**src/rtl/pipeline_result_collector_pkg.sv**
```systemverilog
// Shared state encoding and default widths for the pipeline result collector.
package pipeline_result_collector_pkg;

  typedef enum logic [1:0] {
    ACCUMULATE = 2'd0,
    DRAIN      = 2'd1,
    PRESENT    = 2'd2
  } state_t;

  localparam int ADDR_WIDTH            = 9;
  localparam int RESULT_WIDTH_DEF      = 40;
  localparam int SUM_WIDTH_DEF         = 64;
  localparam int OUTSTANDING_WIDTH_DEF = ADDR_WIDTH + 1;

endpackage

```
**src/rtl/pipeline_result_collector_outstanding_tracker.sv**
```systemverilog
// Saturating up/down counter: holds at all-ones on increment and at zero on decrement.
module outstanding_tracker #(
  parameter int WIDTH = 10
) (
  input  logic             clk,
  input  logic             rst,
  input  logic             clear,
  input  logic             inc,
  input  logic             dec,
  output logic [WIDTH-1:0] count,
  output logic             full,
  output logic             zero_next,
  output logic             underflow
);

  logic [WIDTH-1:0] count_next;

  assign full      = &count;
  assign underflow = dec && !inc && (count == '0);

  always_comb begin
    count_next = count;
    if (inc && !dec && !full) begin
      count_next = count + 1'b1;
    end else if (dec && !inc && (count != '0)) begin
      count_next = count - 1'b1;
    end
  end

  assign zero_next = (count_next == '0);

  always_ff @(posedge clk or posedge rst) begin
    if (rst) begin
      count <= '0;
    end else if (clear) begin
      count <= '0;
    end else begin
      count <= count_next;
    end
  end

endmodule

```
**src/rtl/pipeline_result_collector.sv**
```systemverilog
// Accumulates per-bot pipeline results into one sum per job and presents it via valid/ready.
// Optional jobBotCount output is enabled by PIPELINE_RESULT_COLLECTOR_BOT_COUNT_EN.
//
// state      | meaning
// ACCUMULATE | accepting bots, summing results as they arrive
// DRAIN      | last bot of job accepted, waiting for remaining results
// PRESENT    | job sum presented, waiting for jobSumReady
module pipeline_result_collector
  import pipeline_result_collector_pkg::*;
#(
  parameter int RESULT_WIDTH      = RESULT_WIDTH_DEF,
  parameter int SUM_WIDTH         = SUM_WIDTH_DEF,
  parameter int OUTSTANDING_WIDTH = OUTSTANDING_WIDTH_DEF
) (
  input  logic                         clk,
  input  logic                         rst,
  input  logic                         botAccepted,
  input  logic                         lastBotOfJob,
  output logic                         acceptingBots,
  input  logic                         resultValid,
  input  logic [RESULT_WIDTH-1:0]      resultIn,
  output logic                         jobSumValid,
  input  logic                         jobSumReady,
  output logic [SUM_WIDTH-1:0]         jobSum,
`ifdef PIPELINE_RESULT_COLLECTOR_BOT_COUNT_EN
  output logic [31:0]                  jobBotCount,
`endif
  output logic [OUTSTANDING_WIDTH-1:0] outstandingCount,
  output logic                         protocolError
);

  state_t               state, state_next;
  logic [SUM_WIDTH-1:0] sum, sum_next;
  logic                 out_full, out_zero_next, out_underflow;
  logic                 handshake, sum_add, finish_job;

  outstanding_tracker #(.WIDTH(OUTSTANDING_WIDTH)) u_outstanding (
    .clk       (clk),
    .rst       (rst),
    .clear     (1'b0),
    .inc       (botAccepted),
    .dec       (resultValid),
    .count     (outstandingCount),
    .full      (out_full),
    .zero_next (out_zero_next),
    .underflow (out_underflow)
  );

  always_ff @(posedge clk or posedge rst) begin
    if (rst) begin
      state <= ACCUMULATE;
    end else begin
      state <= state_next;
    end
  end

  always_comb begin
    state_next = state;
    case (state)
      ACCUMULATE: if (botAccepted && lastBotOfJob) state_next = DRAIN;
      DRAIN:      if (out_zero_next)               state_next = PRESENT;
      PRESENT:    if (jobSumReady)                 state_next = ACCUMULATE;
      default:                                     state_next = ACCUMULATE;
    endcase
  end

  always_comb begin
    acceptingBots = (state == ACCUMULATE) && !out_full;
    jobSumValid   = (state == PRESENT);
    handshake     = jobSumValid && jobSumReady;
    finish_job    = (state == DRAIN) && out_zero_next;
  end

  // Results landing while a sum is presented are dropped rather than folded into the next job.
  assign sum_add  = resultValid && (state != PRESENT);
  assign sum_next = sum + SUM_WIDTH'(resultIn);

  always_ff @(posedge clk or posedge rst) begin
    if (rst) begin
      sum <= '0;
    end else if (handshake) begin
      sum <= '0;
    end else if (sum_add) begin
      sum <= sum_next;
    end
  end

  always_ff @(posedge clk or posedge rst) begin
    if (rst) begin
      jobSum <= '0;
    end else if (finish_job) begin
      jobSum <= sum_add ? sum_next : sum;
    end
  end

  always_ff @(posedge clk or posedge rst) begin
    if (rst) begin
      protocolError <= 1'b0;
    end else if (out_underflow || (botAccepted && !acceptingBots) ||
                 (resultValid && (state == PRESENT))) begin
      protocolError <= 1'b1;
    end
  end

`ifdef PIPELINE_RESULT_COLLECTOR_BOT_COUNT_EN
  logic [31:0] bot_count;
  logic        bot_unused_full, bot_unused_zero, bot_unused_uflow;

  outstanding_tracker #(.WIDTH(32)) u_bot_count (
    .clk       (clk),
    .rst       (rst),
    .clear     (handshake),
    .inc       (botAccepted),
    .dec       (1'b0),
    .count     (bot_count),
    .full      (bot_unused_full),
    .zero_next (bot_unused_zero),
    .underflow (bot_unused_uflow)
  );

  always_ff @(posedge clk or posedge rst) begin
    if (rst) begin
      jobBotCount <= '0;
    end else if (handshake) begin
      jobBotCount <= '0;
    end else if (finish_job) begin
      jobBotCount <= bot_count;
    end
  end
`endif

endmodule

```
**config.mk**
```make
export PLATFORM = sky130hd
export DESIGN_NAME = pipeline_result_collector
export DESIGN_NICKNAME = d
export VERILOG_FILES = /design/src/rtl/pipeline_result_collector_pkg.sv /design/src/rtl/pipeline_result_collector_outstanding_tracker.sv /design/src/rtl/pipeline_result_collector.sv
export SDC_FILE = /design/constraint.sdc
export NUM_CORES = 1
export LEC_CHECK = 0
export CAP_MARGIN = 25
export CORE_ASPECT_RATIO = 1.1
export CORE_UTILIZATION = 45
export DETAILED_ROUTE_END_ITERATION = 10
export PLACE_DENSITY = 0.68
export SLEW_MARGIN = 20
export SYNTH_ARGS = -nofsm -noshare
export SYNTH_HDL_FRONTEND = slang
export SYNTH_SLANG_ARGS = --single-unit
export TNS_END_PERCENT = 10
```
**constraint.sdc**
```tcl
create_clock -name clk -period 7.03 [get_ports clk]
set_input_delay 1.7575 -clock clk [delete_from_list [all_inputs] [get_ports clk]]
set_output_delay 1.7575 -clock clk [all_outputs]
set_load 0.02 [all_outputs]
```
---- Word-level counts from Yosys, hierarchy flattened ----
Cells that the tools add are included.
word-level totals
  output and inout port bits .............. 77
  bits in registers ....................... 141
cells by class
  equal/unequal tests ..................... 6
  $add $sub $neg .......................... 3
  multiplexer cells ....................... 8
  reductions and logical operators ........ 24
operators with widths
  kind                                                                      count
  64-bit 2-to-1 mux                                                         2
  64-bit by 40-bit adder with 64-bit output                                 1
  10-bit zero test                                                          2
  10-bit 2-to-1 mux                                                         2
  1-bit logical AND                                                         12
  10-bit by 1-bit adder with 10-bit output (second input constant)          1
  10-bit AND reduction                                                      1
  10-bit nonzero test                                                       1
  10-bit by 1-bit subtractor with 10-bit output (second input constant)     1
  2-bit 2-to-1 mux                                                          3
  2-bit inequality test (second input constant)                             3
  2-bit case mux with 3 select lines                                        1
  1-bit zero test                                                           4
  3-bit AND reduction                                                       1
  2-bit by 1-bit equality test with 1-bit output (second input constant)    1
  2-bit equality test (second input constant)                               1
  2-bit zero test                                                           1
  1-bit logical OR                                                          2
  2-bit by 1-bit inequality test with 1-bit output (second input constant)  1

---- Logic depth before layout (Yosys ltp) ----
Gate-level depths: netlist (run 1).
  depth after elaboration ................. 8
  depth in mapped cells ................... 13
  mapped depth without buffers ............ 12

---- Modules after synthesis ----
A second synthesis (run 1) with hierarchy kept.
second synthesis, totals
  cells, all modules ...................... 926
  area total of the unflattened synthesis .. 8296.7 um^2
by module, submodules not included
  module                     cells an instance  instances  area each (um^2)
  pipeline_result_collector  817                1          7340.8
  outstanding_tracker        109                1          955.9

---- Worst setup path before layout (run 1) ----
Ideal clock, no wire load.
  path type ............................... input to register
  from .................................... in resultIn[0]
  to ...................................... reg jobSum[36]
  setup time .............................. 0.077 ns
  cell stages on the path ................. 13
  arrival ................................. 4.190 ns
  path buffers ............................ 1
  setup slack ............................. 2.762 ns
  path through ............................ ha_1 inv_1 fa_1 nand2b_1 a21oi_1 a211oi_1 o311ai_2 a21oi_2 o211ai_1 buf_2 a21oi_1 o31a_1 a21oi_1
on the way
  cells in the longest elaborated chain, start to end .. 2
ends and longest elaborated chain
  item                                       line                             source
  start: declaration                         pipeline_result_collector.sv:21  input logic [RESULT_WIDTH-1:0] resultIn,
  64-bit by 40-bit adder with 64-bit output  pipeline_result_collector.sv:76  assign sum_next = sum + SUM_WIDTH'(resultIn);
  64-bit 2-to-1 mux                          -
  end signal: assignment                     pipeline_result_collector.sv:92  jobSum <= sum_add ? sum_next : sum;
  end: declaration                           pipeline_result_collector.sv:24  output logic [SUM_WIDTH-1:0] jobSum,
Every way passes these cells.
A chain may end at the register's enable or synchronous reset.

---- Final worst setup path (run 1) ----
  from .................................... in resultValid
  to ...................................... reg jobSum[28]
on the way
  cells in the longest elaborated chain, start to end .. 6
ends and longest elaborated chain
  item                                                           line                                                                                                      source
  start: declaration                                             pipeline_result_collector.sv:20                                                                           input logic resultValid,
  1-bit logical AND / 1-bit zero test (equally long branches)    pipeline_result_collector_outstanding_tracker.sv:25, pipeline_result_collector_outstanding_tracker.sv:23
  1-bit logical AND, on equally long branches                    pipeline_result_collector_outstanding_tracker.sv:25, pipeline_result_collector_outstanding_tracker.sv:23
  10-bit 2-to-1 mux / 1-bit logical AND (equally long branches)  pipeline_result_collector_outstanding_tracker.sv:25, pipeline_result_collector_outstanding_tracker.sv:23
  10-bit 2-to-1 mux *                                            pipeline_result_collector_outstanding_tracker.sv:23                                                       if (inc && !dec && !full) begin
  via u_outstanding.count_next[7]                                pipeline_result_collector_outstanding_tracker.sv:16                                                       logic [WIDTH-1:0] count_next;
  10-bit zero test *                                             pipeline_result_collector_outstanding_tracker.sv:30                                                       assign zero_next = (count_next == '0);
  1-bit logical AND *                                            pipeline_result_collector.sv:71                                                                           finish_job = (state == DRAIN) && out_zero_next;
The timed path passes the listed nets; every way through them passes the cells marked *.

==> run_results.csv, run 1 <==
group,metric,value,unit
layout,drive_above_1_share,7.12,%
layout,finish.utilization,56.8,%
clock_tree,holdBufCountCts,0,
timing,fmax,198,MHz
synthesis,synthDistinctLibCells,75,
timing,worstMarginPinSlew,0.914,ns
clock_tree,insertion_delay,0.42,ns
detailed_routing,viasPerCell,5.60,
place,port_buffers,122,
die,die-area,19500,um^2
place,place_ws,1.60,ns
timing,fin_crit,5.06,ns
clock_tree,cts_tree,"built",
synthesis,yosysWarnings,0,
clock_tree,cts_root_buffer,"clkbuf_16",
worst_setup_path,worstSetupPathType,"in2reg",
synthesis,synth_seq_cells,141,
timing,hold_viol_final,0,
synthesis,syn_nets,1040,
detailed_routing,drt-wirelength-per-cell,16.2,um
place,placed_cells,1278,
timing,relSlewSlack,38.9,%
timing,finalWorstSetupSlack,1.97,ns
detailed_routing,vias,7334,
layout,diodes,0,
detailed_routing,drtIter0Drc,374,
worst_setup_path,cp_max_fo,32,
status,status,"completed",
power_and_ir_drop,p_leak,4.48,nW
synthesis,syn_area_per_cell,8.98,um^2
worst_setup_path,start_kind,"primary input",
run,maxCapViolCount,0,
clock_tree,clockBufferDepth,2,
worst_setup_path,worstPathArrival,5.40,ns
synthesis,synth_area,8540,um^2
timing,rsz0062_at_grt,"no",
die,ioPinCount,123,
timing,setup_violations,0,
timing,clock_skew,0.0118,ns
clock_tree,numCtsBuffers,17,
global_route,grt_overflow,0,
power_and_ir_drop,powerDensity,444,nW/um^2
layout,layout_commonest_cell,"dfrtp_1",
layout,area.growth.synth_to_final,22.8,%
global_route,grt_pass1_vias,7085,
die,core,18500,um^2
die,die_h,146,um
timing,fin_setup_tns,0,ns
detailed_routing,ant_nets,0,
synthesis,synthFlopType,"dfrtp_1",
synthesis,synth_cells,951,
synthesis,synthArstFlopShare,100,%
detailed_routing,drt-total-wl,21200,um
place,place_congestion,0.896,
timing,final_max_slew_viol_count,0,
min_path,hp-class,"reg2reg",
worst_setup_path,critical_path_required,7.37,ns
layout,n_fill_cell,1680,
clock_tree,cts_resized,0,
clock_tree,cts_setup_buffers,0,
detailed_routing,remaining_drc_errors,0,
global_route,antenna_found_initial,0,
global_route,grtUsageTotal,22.7,%
global_route,grt_first_pass_wirelength,35500,um
detailed_routing,firstDrtPassIters,5,
global_route,grt_max_degree,90,
layout,layoutNonFillerInstCount,1310,
place,place_hpwl,15000,um
die,die_w,133,um
synthesis,ys_seq_area_share,41.3,%
clock_tree,htree_levels,4,
die,floorplan.initialDensity,46.2,%
synthesis,synth-edff-count,0,
clock_tree,cts.sinks,141,
worst_setup_path,crit_path_end_kind,"flip-flop",
layout,final_cell_mix,"dfrtp_1 (141), nor2_1 (125), clkdlybuf4s50_1 (122)",
power_and_ir_drop,peakVddDrop,0.000212,V
die,row_count,52,
layout,fin_nets,1143,
timing,finalCritPeriodShare,72.0,%
clock_tree,path_clk_slew,0.06,ns
-- flip-flops by register name (all words and copies together) (netlist names) --
register,cells
jobSum,64
sum,64
state,2
protocolError,1
u_outstanding.count,10
-- Yosys cell counts, types with 8 or more instances --
cell type / number / area (um^2)
a211oi_1: 8 / 60.1
a21o_1: 24 / 180
a21oi_1: 95 / 475
a31oi_1: 34 / 213
and2_1: 9 / 56.3
and3_1: 17 / 106
buf_2: 10 / 50.1
clkbuf_1: 22 / 82.6
dfrtp_1: 141 / 3530
ha_1: 42 / 526
inv_1: 23 / 86.3
mux2i_1: 14 / 140
nand2_1: 93 / 349
nand3_1: 22 / 110
nand4_1: 9 / 56.3
nand4b_1: 9 / 78.8
nor2_1: 126 / 473
nor3_1: 14 / 70.1
o21ai_0: 31 / 155
o21ai_1: 25 / 125
o31ai_1: 17 / 128
xnor2_1: 17 / 149
xor2_1: 20 / 175
-- worst max-delay path: stages --
cell	delay (ns)
clkdlybuf4s50_1	0.70
or4b_1	0.46
a2111oi_0	0.52
a31oi_1	0.10
xnor2_1	0.17
nor3_1	0.25
nand4b_2	0.20
nor2_4	0.59
buf_4	0.41
nor2_1	0.07
a31oi_1	0.14
-- cell type report --
type | count | area [um^2] | share of cell area (%)
multi-input cells | 742 | 4690 | 44.8
flip-flops and latches | 141 | 3530 | 33.6
repair buffers | 129 | 1270 | 12.1
clock buffers | 19 | 453 | 4.32
well taps | 243 | 304 | 2.90
inverters | 23 | 91.3 | 0.871
clock inverters | 13 | 141 | 1.35
-- kinds of logic after synthesis --
| family | count (synthesis) | share of synthesized area [%] |
|---|---|---|
| simple gates | 353 | 20.7 |
| flops | 141 | 41.3 |
| fa+ha+maj | 43 | 6.39 |
| compound gates | 293 | 22.1 |
| xor+xnor | 37 | 3.79 |
| mux | 16 | 1.90 |
| buf+inv | 68 | 3.79 |
-- power breakdown --
group | total, mW | switching (mW) | leakage (nW) | internal [mW]
clock network | 0.906 | 0.365 | 0.274 | 0.542
logic | 2.39 | 1.37 | 2.38 | 1.02
registers | 1.36 | 0.245 | 1.82 | 1.12
-- final timing paths --
check | from | to | slack, ns | cells after the start
worst min register to register | jobSum[6] | jobSum[6] | 0.48 | 2
worst min-delay path | jobSum[6] | jobSum[6] | 0.48 | 2
max in group asynchronous | rst | sum[21] | 3.96 | 3
min in group asynchronous | rst | u_outstanding.count[1] | 1.87 | 2
worst max register to register | u_outstanding.count[0] | jobSum[28] | 3.40 | 11
worst max-delay path | resultValid | jobSum[28] | 1.97 | 11
-- routing by layer --
metal	wire (um)	up-vias	global-route usage (%)
met2	10300	180	38.2
met3	1000	26	4.20
met5	0	-	0
met1	9590	3460	29.7
met4	318	0	6.53
li1	-	3668	-
-- metrics by stage --
step / total power, mW / hold slack (ns) / instance area [um^2]
6_report: 4.65 / 0.480 / 10500
3_5_place_dp: 3.75 / 0.465 / 9890
5_1_grt: 5.01 / 0.497 / 10500
2_1_floorplan: 3.01 / 0.500 / 8540
3_3_place_gp: 3.72 / 0.460 / 9890
4_1_cts: 4.68 / 0.480 / 10500
Power figures use the tool's default switching activity.
==> inputs of run 2 (changes only) <==
- clock period: 7.03 -> 4.83 ns (I/O delays scaled with it)
==> run_results.csv, run 2 (same netlist as run 1, synthesis figures left out) <==
group,metric,value,unit
status,status,"completed",
power_and_ir_drop,powerDensity,645,nW/um^2
timing,finalWorstSetupSlack,0.581,ns
worst_setup_path,start_kind,"primary input",
worst_setup_path,path_buf_inv,2,
global_route,grt_first_pass_wirelength,37000,um
clock_tree,insertion_delay,0.43,ns
layout,regArea,3530,um^2
die,core,18500,um^2
power_and_ir_drop,p_leak,4.52,nW
worst_setup_path,worstPathArrival,4.59,ns
timing,worstMarginPinSlew,0.876,ns
global_route,grtUsageTotal,23.7,%
clock_tree,cts.sinks,141,
detailed_routing,remaining_drc_errors,0,
detailed_routing,ant_nets,0,
clock_tree,holdBufCountCts,0,
timing,hold_viol_final,0,
layout,top_regs,"jobSum (64), sum (64), u_outstanding.count (10)",
layout,layout_commonest_cell,"dfrtp_1",
clock_tree,cts_root_buffer,"clkbuf_16",
timing,fin_crit,4.25,ns
layout,area.growth.synth_to_final,23.6,%
clock_tree,cts_setup_buffers,0,
place,place_congestion,0.872,
timing,clock_skew,0.0115,ns
global_route,antenna_found_initial,0,
place,place_hpwl,15600,um
timing,setup_violations,0,
min_path,min_path_cells,1,
die,die-area,19500,um^2
detailed_routing,drt-wirelength-per-cell,16.7,um
worst_setup_path,crit_path_end_kind,"flip-flop",
worst_setup_path,crit_path_frequent_cell,"a31oi_1",
timing,rsz0062_at_grt,"no",
layout,final_cell_mix,"dfrtp_1 (141), nor2_1 (125), clkdlybuf4s50_1 (122)",
detailed_routing,firstDrtPassIters,5,
layout,multi_input_area,4690,um^2
worst_setup_path,worstSetupPathType,"in2reg",
timing,finalCritPeriodShare,88.0,%
worst_setup_path,path_depth,13,
power_and_ir_drop,peakVddDrop,0.000312,V
die,die_w,133,um
clock_tree,htree_levels,4,
worst_setup_path,cp_top_family,"compound AO/OA/AOI/OAI gates",
layout,fin_nets,1151,
die,floorplan.initialDensity,46.2,%
layout,drive_above_1_share,7.44,%
min_path,hp-class,"reg2reg",
detailed_routing,drt-total-wl,22000,um
clock_tree,path_clk_slew,0.06,ns
clock_tree,cts_resized,0,
layout,finish.utilization,57.1,%
worst_setup_path,crit_chain,"clkdlybuf4s50_1 -> ha_1 -> inv_1 -> fa_1 -> nand2b_1 -> a21oi_1 -> a211oi_1 -> o311ai_2 -> a21oi_2 -> o211ai_1 -> a31oi_1 -> or3_1 -> a31oi_1",
clock_tree,numCtsBuffers,17,
run,maxCapViolCount,0,
worst_setup_path,cpMaxStageDelayCell,"clkdlybuf4s50_1",
die,die_h,146,um
place,port_buffers,122,
clock_tree,clockBufferDepth,2,
timing,fin_setup_tns,0,ns
die,row_count,52,
global_route,grt_pass1_vias,7434,
die,ioPinCount,123,
timing,relSlewSlack,41.4,%
layout,diodes,0,
global_route,grt_max_degree,142,
place,place_ws,0.200,ns
global_route,grt_overflow,0,
worst_setup_path,ff2ff_path_depth,9,
detailed_routing,vias,7484,
worst_setup_path,cp_max_fo,6,
worst_setup_path,slowest_delay,0.46,ns
timing,final_max_slew_viol_count,0,
clock_tree,cts_tree,"built",
layout,n_fill_cell,1666,
timing,fmax,235,MHz
detailed_routing,viasPerCell,5.68,
worst_setup_path,critical_path_required,5.17,ns
detailed_routing,drtIter0Drc,460,
run 2: cell count changes in the layout (fill, tap and decap cells not counted):
cell / previous run / this run
buf_12: 0 / 3
buf_4: 7 / 12
clkbuf_1: 0 / 4
clkbuf_8: 2 / 1
clkinv_2: 2 / 3
clkinv_4: 2 / 3
clkinvlp_4: 6 / 3
inv_6: 2 / 0
run 2: layout make-up:
class / count / area share (%)
multi-input combinational: 742 / 44.5
clock buffer: 22 / 4.30
sequential: 141 / 33.4
tap: 243 / 2.88
clock inverter: 10 / 1.10
timing repair buffer: 137 / 13.0
inverter: 23 / 0.853
run 2: stage by stage:
step	total power [mW]	area (um^2)	cells	hold slack, ns
after floorplan	4.38	8540	951	0.500
after global placement	5.46	9990	1286	0.463
after detailed placement	5.51	9990	1286	0.461
after CTS	6.83	10600	1318	0.483
final	6.81	10600	1318	0.479
after global routing	7.32	10600	1318	0.498
run 2: layer usage:
layer  GRT usage (%)  share of wire, %  wire length (um)  vias up
met5               0                 0                 0        -
met4            7.78               1.6               359        0
met3            4.90               5.1              1120       32
met2            39.3                48             10600      199
met1            30.7                45              9970     3567
li1                -                 -                 -     3686
run 2: final timing paths:
path	slack, ns	endpoint	from
max in group asynchronous	2.86	sum[9]	rst
setup / recovery	0.58	jobSum[44]	resultIn[0]
hold / removal	0.48	jobSum[34]	jobSum[34]
hold reg to reg	0.48	jobSum[34]	jobSum[34]
setup reg to reg	1.43	jobSum[34]	u_outstanding.count[0]
min in group asynchronous	1.35	jobSum[23]	rst
run 2: report_power, final:
part	internal (mW)	total [mW]	switching [mW]	leakage [nW]
Combinational	1.51	3.55	2.04	2.43
Clock	0.773	1.28	0.510	0.274
Sequential	1.62	1.98	0.352	1.82
==> inputs of run 3 (changes only) <==
- CORE_UTILIZATION: 45 -> 50
- GPL_TIMING_DRIVEN: not set -> 0
- HOLD_SLACK_MARGIN: not set -> 0.15
- PLACE_DENSITY: 0.68 -> 0.74
==> run_results.csv, run 3 (same netlist as run 1, synthesis figures left out) <==
group,metric,value,unit
detailed_routing,met2_length,11100,um
power_and_ir_drop,powerDensity,641,nW/um^2
status,status,"completed",
clock_tree,numCtsBuffers,17,
detailed_routing,drt-wirelength-per-cell,17.6,um
worst_setup_path,cp_max_fo,10,
layout,area.growth.synth_to_final,25.5,%
clock_tree,cts.sinks,141,
min_path,hp-class,"reg2reg",
layout,final_cell_mix,"dfrtp_1 (141), nor2_1 (126), clkdlybuf4s50_1 (122)",
worst_setup_path,path_buf_inv,3,
worst_setup_path,worstPathArrival,4.83,ns
run,maxCapViolCount,0,
layout,drive_above_1_share,7.94,%
die,die_h,139,um
clock_tree,clockBufferDepth,2,
die,core,16600,um^2
layout,layout_commonest_cell,"dfrtp_1",
timing,fin_crit,4.55,ns
timing,finalCritPeriodShare,94.2,%
detailed_routing,firstDrtPassIters,5,
layout,top_regs,"jobSum (64), sum (64), u_outstanding.count (10)",
power_and_ir_drop,p_total,6.87,mW
worst_setup_path,cp_top_family,"compound AO/OA/AOI/OAI gates",
global_route,grt_overflow,0,
die,die-area,17600,um^2
layout,fin_nets,1186,
worst_setup_path,crit_chain,"clkdlybuf4s50_1 -> ha_1 -> inv_1 -> fa_1 -> nand2b_1 -> a21oi_1 -> a211oi_1 -> o311ai_2 -> a21oi_2 -> o211ai_1 -> buf_2 -> a31oi_1 -> xor2_1 -> nor2_1",
place,place_hpwl,17000,um
timing,finalWorstSetupSlack,0.280,ns
power_and_ir_drop,peakVddDrop,0.000338,V
timing,setup_violations,0,
global_route,grtUsageTotal,27.1,%
detailed_routing,remaining_drc_errors,0,
global_route,antenna_found_initial,0,
die,die_w,127,um
layout,final_area,10700,um^2
die,floorplan.initialDensity,51.6,%
clock_tree,cts_tree,"built",
clock_tree,holdBufCountCts,0,
timing,hold_viol_final,0,
clock_tree,insertion_delay,0.43,ns
worst_setup_path,crit_path_end_kind,"flip-flop",
worst_setup_path,start_kind,"primary input",
clock_tree,htree_levels,4,
global_route,grt_max_degree,33,
detailed_routing,drt-met1-wl,10200,um
clock_tree,cts_setup_buffers,0,
layout,diodes,0,
timing,relSlewSlack,46.6,%
worst_setup_path,r2r_slack,1.14,ns
place,place_area,10100,um^2
die,row_count,49,
timing,final_max_slew_viol_count,0,
worst_setup_path,slowest_delay,0.61,ns
global_route,grt_first_pass_wirelength,37400,um
detailed_routing,vias,7811,
global_route,grt_pass1_vias,7410,
die,ioPinCount,123,
detailed_routing,ant_nets,0,
timing,worstMarginPinSlew,0.800,ns
timing,rsz0062_at_grt,"no",
worst_setup_path,cpMaxStageDelayCell,"a211oi_1",
place,place_ws,-0.0459,ns
detailed_routing,viasPerCell,5.95,
clock_tree,cts_resized,0,
place,port_buffers,122,
timing,fmax,220,MHz
worst_setup_path,worstSetupPathType,"in2reg",
power_and_ir_drop,p_leak,4.62,nW
worst_setup_path,critical_path_required,5.11,ns
detailed_routing,drt-total-wl,23100,um
detailed_routing,drtIter0Drc,391,
detailed_routing,met3_length,1190,um
timing,clock_skew,0.0114,ns
detailed_routing,top_layer,"met4",
place,place_congestion,0.893,
clock_tree,path_clk_slew,0.06,ns
clock_tree,cts_root_buffer,"clkbuf_16",
run 3: final timing paths:
check	from	to	cells past startpoint
min reg2reg	jobSum[1]	jobSum[1]	2
min	jobSum[1]	jobSum[1]	2
max reg2reg	sum[0]	sum[46]	13
max in group asynchronous	rst	u_outstanding.count[3]	5
min in group asynchronous	rst	jobSum[23]	2
max	resultIn[0]	sum[46]	14
run 3: final cells by class:
type	instances	area, um^2
plain buffers	45	238
clock buffers	21	480
clock inverters	10	114
fillers	1409	5830
inverters	23	90.1
multi-input cells	742	4690
flip-flops and latches	141	3530
well taps	204	255
repair buffers	127	1330
run 3: worst reg2reg max path, cell delays in order (launching register included):
cell,delay (ns)
dfrtp_1,0.37
ha_1,0.21
inv_1,0.07
fa_1,0.20
nand2b_1,0.14
a21oi_1,0.08
a211oi_1,0.61
o311ai_2,0.26
a21oi_2,0.47
o211ai_1,0.23
buf_2,0.24
a31oi_1,0.22
xor2_1,0.34
nor2_1,0.09
run 3: power by group:
group	internal (mW)	total (mW)	leakage, nW	switching, mW
clock	0.810	1.33	0.283	0.519
combinational	1.52	3.61	2.52	2.09
sequential	1.62	1.93	1.82	0.307
total	3.96	6.87	4.62	2.92
run 3: per-layer routing:
layer  vias up  global-route usage (%)
met1      3760                    34.9
met5         -                       0
li1       3755                       -
met3        44                    4.86
met2       252                    44.6
met4         0                    11.7
run 3: stage by stage:
step	instances	hold WS, ns	util, %	TNS [ns]
global placement	1277	0.463	60.5	0
global route	1313	0.499	64.8	0
floorplan	951	0.500	-	0
CTS	1313	0.485	64.8	0
finish	1313	0.478	64.8	0
detailed placement	1282	0.472	61.2	-0.0705
